==> config.mk <==
export PLATFORM = sky130hd
export DESIGN_NAME = ucc_shadow_stack
export DESIGN_NICKNAME = d
export VERILOG_FILES = /design/src/rtl/ucc_shadow_stack_pkg.sv /design/src/rtl/ucc_shadow_stack_ras_mem.sv /design/src/rtl/ucc_shadow_stack.sv
export SDC_FILE = /design/constraint.sdc
export NUM_CORES = 1
export LEC_CHECK = 0
export BUFFER_PORTS_ARGS = -buffer_cell sky130_fd_sc_hd__buf_4
export CAP_MARGIN = 10
export CORE_UTILIZATION = 50
export CTS_BUF_LIST = sky130_fd_sc_hd__clkbuf_4 sky130_fd_sc_hd__clkbuf_8
export CTS_CLUSTER_DIAMETER = 40
export DETAILED_ROUTE_END_ITERATION = 12
export PLACE_DENSITY = 0.75
export SLEW_MARGIN = 20
export SYNTH_ARGS = -nofsm -noshare
export SYNTH_HDL_FRONTEND = slang
export SYNTH_SLANG_ARGS = --single-unit
export TNS_END_PERCENT = 10
==> constraint.sdc <==
create_clock -name clk -period 6.45 [get_ports clk]
set_clock_uncertainty 0.2 [all_clocks]
set_input_delay 0.9675 -clock clk [delete_from_list [all_inputs] [get_ports clk]]
set_output_delay 0.9675 -clock clk [all_outputs]
set_load 0.01 [all_outputs]
==> src/rtl/ucc_shadow_stack_pkg.sv <==
// Shared encodings for the UCC return-integrity logic: ucc_state values, violation codes
// and the monitor FSM states.
package ucc_shadow_stack_pkg;

   typedef enum logic [1:0] {
      UccNot = 2'b00,
      UccIn  = 2'b01,
      UccIrq = 2'b10,
      UccRst = 2'b11
   } ucc_state_e;

   typedef enum logic [1:0] {
      ViolNone      = 2'b00,
      ViolMismatch  = 2'b01,
      ViolUnderflow = 2'b10,
      ViolOverflow  = 2'b11
   } viol_e;

   typedef enum logic {
      StArmed = 1'b0,
      StFault = 1'b1
   } fsm_state_e;

endpackage

==> src/rtl/ucc_shadow_stack_ras_mem.sv <==
// DEPTH x AW return-address register stack: push, pop, top replace and clear, with a
// wrapping pointer and a saturating entry count. Top is read combinationally.
module ucc_shadow_stack_ras_mem #(
   parameter int unsigned AW    = 16,
   parameter int unsigned DEPTH = 8
) (
   input  logic                     clk,
   input  logic                     system_reset,
   input  logic                     clear,
   input  logic                     push,
   input  logic                     pop,
   input  logic                     replace,
   input  logic [AW-1:0]            wdata,
   output logic [AW-1:0]            top,
   output logic [$clog2(DEPTH):0]   count
);

   localparam int unsigned PW = $clog2(DEPTH);
   localparam int unsigned CW = PW + 1;
   localparam logic [CW-1:0] FullCnt = CW'(DEPTH);

   logic [AW-1:0] entries [DEPTH];
   logic [PW-1:0] ptr;
   logic [PW-1:0] ptr_top;

   assign ptr_top = ptr - PW'(1);
   assign top     = (count == '0) ? '0 : entries[ptr_top];

   // Pushing when full overwrites the slot at ptr, which is the oldest entry.
   always_ff @(posedge clk) begin
      if (system_reset || clear) begin
         ptr   <= '0;
         count <= '0;
      end else if (push) begin
         ptr <= ptr + PW'(1);
         if (count != FullCnt) begin
            count <= count + CW'(1);
         end
      end else if (pop) begin
         ptr   <= ptr_top;
         count <= count - CW'(1);
      end
   end

   always_ff @(posedge clk) begin
      if (!system_reset && !clear) begin
         if (push) begin
            entries[ptr] <= wdata;
         end else if (replace) begin
            entries[ptr_top] <= wdata;
         end
      end
   end

endmodule

==> src/rtl/ucc_shadow_stack.sv <==
// Return-integrity monitor: checks every UCC exit against an N-deep shadow return stack and
// raises a registered reset request on mismatch, underflow or overflow.
module ucc_shadow_stack
   import ucc_shadow_stack_pkg::*;
#(
   parameter int unsigned    AW            = 16,
   parameter int unsigned    DEPTH         = 8,
   parameter bit             OVF_RESET     = 1'b1,
   parameter logic [AW-1:0]  RESET_HANDLER = '0
) (
   input  logic                     clk,
   input  logic                     system_reset,
   input  logic [AW-1:0]            pc,
   input  logic [1:0]               ucc_state,
   input  logic                     enter_ucc,
   input  logic                     exit_ucc,
   input  logic [AW-1:0]            op_dest,
   output logic                     reset,
   output logic [1:0]               viol_code,
   output logic [$clog2(DEPTH):0]   depth_cnt,
   output logic [AW-1:0]            top_addr
);

   localparam int unsigned CW = $clog2(DEPTH) + 1;
   localparam logic [CW-1:0] FullCnt = CW'(DEPTH);

   fsm_state_e state_q;
   viol_e      viol_d;
   logic       rst_fault;
   logic       stk_clear, stk_push, stk_pop, stk_replace;
   logic       is_empty, is_full, exit_ok;

   assign is_empty = (depth_cnt == '0);
   assign is_full  = (depth_cnt == FullCnt);
   assign exit_ok  = exit_ucc && !is_empty && (pc == top_addr);

   always_comb begin
      viol_d      = ViolNone;
      rst_fault   = 1'b0;
      stk_clear   = 1'b0;
      stk_push    = 1'b0;
      stk_pop     = 1'b0;
      stk_replace = 1'b0;
      if (state_q == StFault) begin
         stk_clear = 1'b1;
      end else begin
         unique case (ucc_state)
            UccNot, UccIn: begin
               // A valid exit frees a slot, so enter+exit at full is never an overflow.
               if (exit_ucc && is_empty) begin
                  viol_d = ViolUnderflow;
               end else if (exit_ucc && !exit_ok) begin
                  viol_d = ViolMismatch;
               end else if (OVF_RESET && enter_ucc && is_full && !exit_ok) begin
                  viol_d = ViolOverflow;
               end
               if (viol_d != ViolNone) begin
                  stk_clear = 1'b1;
               end else if (exit_ok && enter_ucc) begin
                  stk_replace = 1'b1;
               end else if (exit_ok) begin
                  stk_pop = 1'b1;
               end else if (enter_ucc) begin
                  stk_push = 1'b1;
               end
            end
            UccIrq: ;
            UccRst: begin
               stk_clear = 1'b1;
               rst_fault = (pc != RESET_HANDLER);
            end
            default: ;
         endcase
      end
   end

   always_ff @(posedge clk) begin
      if (system_reset) begin
         state_q   <= StFault;
         reset     <= 1'b1;
         viol_code <= ViolNone;
      end else begin
         unique case (state_q)
            StFault: begin
               if (ucc_state == UccRst && pc == RESET_HANDLER) begin
                  state_q   <= StArmed;
                  reset     <= 1'b0;
                  viol_code <= ViolNone;
               end
            end
            StArmed: begin
               if (viol_d != ViolNone) begin
                  state_q   <= StFault;
                  reset     <= 1'b1;
                  viol_code <= viol_d;
               end else if (rst_fault) begin
                  state_q <= StFault;
                  reset   <= 1'b1;
               end
            end
            default: begin
               state_q <= StFault;
               reset   <= 1'b1;
            end
         endcase
      end
   end

   ucc_shadow_stack_ras_mem #(
      .AW    (AW),
      .DEPTH (DEPTH)
   ) u_ras_mem (
      .clk          (clk),
      .system_reset (system_reset),
      .clear        (stk_clear),
      .push         (stk_push),
      .pop          (stk_pop),
      .replace      (stk_replace),
      .wdata        (op_dest),
      .top          (top_addr),
      .count        (depth_cnt)
   );

endmodule

==> flow_summary.toml <==
[min_path]
min-delay-path-class = "reg -> reg"

[layout]
design.final.nets = 575
layout-area-overhead-vs-synth_pct = 16.3
mostFrequentLayoutCell = "edfxtp_1"
final_util_pct = 59.7
highest_count_cells_in_the_layout_ignoring_fill_and_taps = "edfxtp_1, buf_4, mux2i_1, nand3_1, nand2_1"
drive_gt1_share_pct = 24.8
inserted_diodes = 0

[drt]
routed_wl_um = 15300
drc = 0
dr.pass1.iters = 5
post_drt_wl_per_cell_um = 21.3
drtAntennaViolNets = 0
detailroute.via_count = 4333
detailedRoute.firstIterationViolations = 346
routed_via_density = 6.04

[outcome]
outcome = "complete, no violations"

[synthesis]
ys_async_sr_fraction_pct = 0
synth_largest_area_cell = "edfxtp_1"
post-synth-top-area-fraction_pct = 59.1
ys.flop_type = "edfxtp_1"
postSynthRegisterBits = 139
syn_area_um2 = 6500
synth_edf_count = 128
ys.warnings.count = 0
netlist_top_cells_area = "edfxtp_1, mux2i_1, dfxtp_1, nand3_1, mux4_2"
post_synth.cell_area_avg_um2 = 13.9
yosysUniqueCellTypes = 64
ys_seq_area_share_pct = 62.5
postSynthCellCount = 466
synth.net_count = 509

[worst_setup_path]
worstSetupStartpointType = "flip-flop"
timing.critical_path.to_type = "flip-flop"
cp_max_fo = 47
arrival_ns = 5.27
critical_path_class = "reg -> reg"
worst-endpoint-required_ns = 6.30

[clocking]
clockBufferDepth = 2
post_cts_resize_count = 0
cts.sink_count = 139
cts-buffers-inserted = 17
clk_latency_ns = 0.44
post_cts_buffers = 0
clockRootBuffer = "clkbuf_8"
cts-htree-levels = 4
cts.clk_slew.worst_paths_ns = 0.08
cts_tree = "done"
cts_hold_buffers = 0

[grt]
gr-usage-met1_pct = 30.7
grt_first_pass_wirelength_um = 23300
grtUsageTotal_pct = 24.4
use_met2_pct = 38.7
grt_overflow_total = 0
pin_count_of_the_biggest_net_entering_global_routing = 48
grt_pass1_vias = 4301
most_used_routing_layer = "met2"
initial_antenna_violation_count = 0
globalRouteMet3Util_pct = 6.90

[sta]
max_freq_mhz = 185
hold_viol = 0
totalNegativeSetupSlack_ns = 0
fin_crit_sh_pct = 84.0
worstMarginPinSlew_ns = 1.09
timing.final.crit_period_ns = 5.42
maxSlewViolCount = 0
timing.slew.headroom_pct = 27.0
whs_ns = 0.263
grt_setup_unrepaired = "no"
setup_violations = 0

[power]
p_leak_nw = 2.40
power_density_nw_per_um2 = 226
largest_vdd_supply_drop_uv = 178

[die]
rows = 41
floorplan.io_pins = 61
dieHeight_um = 116
core-area_um2 = 12700
initial_utilization_pct = 51.3
fp.dieArea_um2 = 13500
die_width_um = 116

[placement]
gpl.final_weighted_congestion = 0.870
buffer_ports.inserted = 60
detailedPlacementHpwl_um = 10500

[flow_run]
timing.max_cap.violations = 0
==> cell families after synthesis <==
logic type	after synthesis	synth area share, %
adders and majority gates	5	1.08
buffers and inverters	30	2.52
and+or+nand+nor	138	12.2
AOI/OAI and AO/OA	74	8.07
DFF	139	62.5
xor gates and xnor gates	14	2.12
muxes	66	11.5
==> worst max-delay path, stage by stage (launching register included) <==
cell,delay (ns)
dfxtp_1,0.40
inv_1,0.14
ha_4,0.75
buf_4,0.43
and2_1,0.18
a2111oi_1,0.07
a221oi_1,0.31
nand4_1,0.15
or4_1,0.56
or2_4,0.31
nor3_4,0.28
a21oi_1,0.31
a21oi_2,0.87
==> synth_stat cells, types with 9 or more instances <==
master / instances
edfxtp_1: 128
a31oi_1: 10
nor2_1: 15
xnor2_1: 10
nand2_1: 20
and4_1: 9
buf_2: 9
nor3_1: 10
mux2i_1: 53
nand3_1: 31
dfxtp_1: 11
a21oi_1: 21
==> flip-flops by register name, indices dropped and copies added, names as in the netlist <==
signal and count:
u_ras_mem.count 4, reset 1, u_ras_mem.ptr 3, viol_code 2, u_ras_mem.entries 128, state_q 1
==> metrics by stage <==
stage               power (mW)  cells  setup WS [ns]  area [um^2]
detailed placement        1.05    685           1.09         7150
floorplan                 1.01    466           1.46         6500
CTS                       1.72    717           1.06         7530
finish                    1.71    717           1.03         7560
global route              1.76    717          0.764         7560
global placement          1.05    685           1.30         7150
==> worst paths after layout <==
path / from / cells past startpoint / endpoint / slack [ns]
worst max register to register: u_ras_mem.ptr[1]$_SDFFE_PP0P_ / 12 / u_ras_mem.entries[1][6]$_DFFE_PP_ / 1.03
worst max-delay path: u_ras_mem.ptr[1]$_SDFFE_PP0P_ / 12 / u_ras_mem.entries[1][6]$_DFFE_PP_ / 1.03
worst min register to register: viol_code[1]$_SDFFE_PP0P_ / 2 / viol_code[1]$_SDFFE_PP0P_ / 0.26
worst min-delay path: viol_code[1]$_SDFFE_PP0P_ / 2 / viol_code[1]$_SDFFE_PP0P_ / 0.26
==> area by class of cell <==
| cell class | count | area, um^2 |
|---|---|---|
| Inverter | 7 | 28.8 |
| Clock inverter | 15 | 148 |
| Tap cell | 172 | 215 |
| Timing Repair Buffer | 70 | 526 |
| Fill cell | 973 | 5110 |
| Sequential cell | 139 | 4060 |
| Clock buffer | 17 | 234 |
| Multi-Input combinational cell | 297 | 2340 |
==> routing by layer <==
metal / routed length (um) / vias up
met3: 953 / 37
met1: 6350 / 2107
li1: - / 1983
met4: 530 / 0
met2: 7440 / 206
met5: 0 / -
==> power by group <==
part,total (mW),internal [mW],switching [mW]
Sequential,0.981,0.981,0.000000112
Clock,0.678,0.342,0.336
Combinational,0.0491,0.0210,0.0281
Total,1.71,1.34,0.364
(Power assumes the default switching activity.)
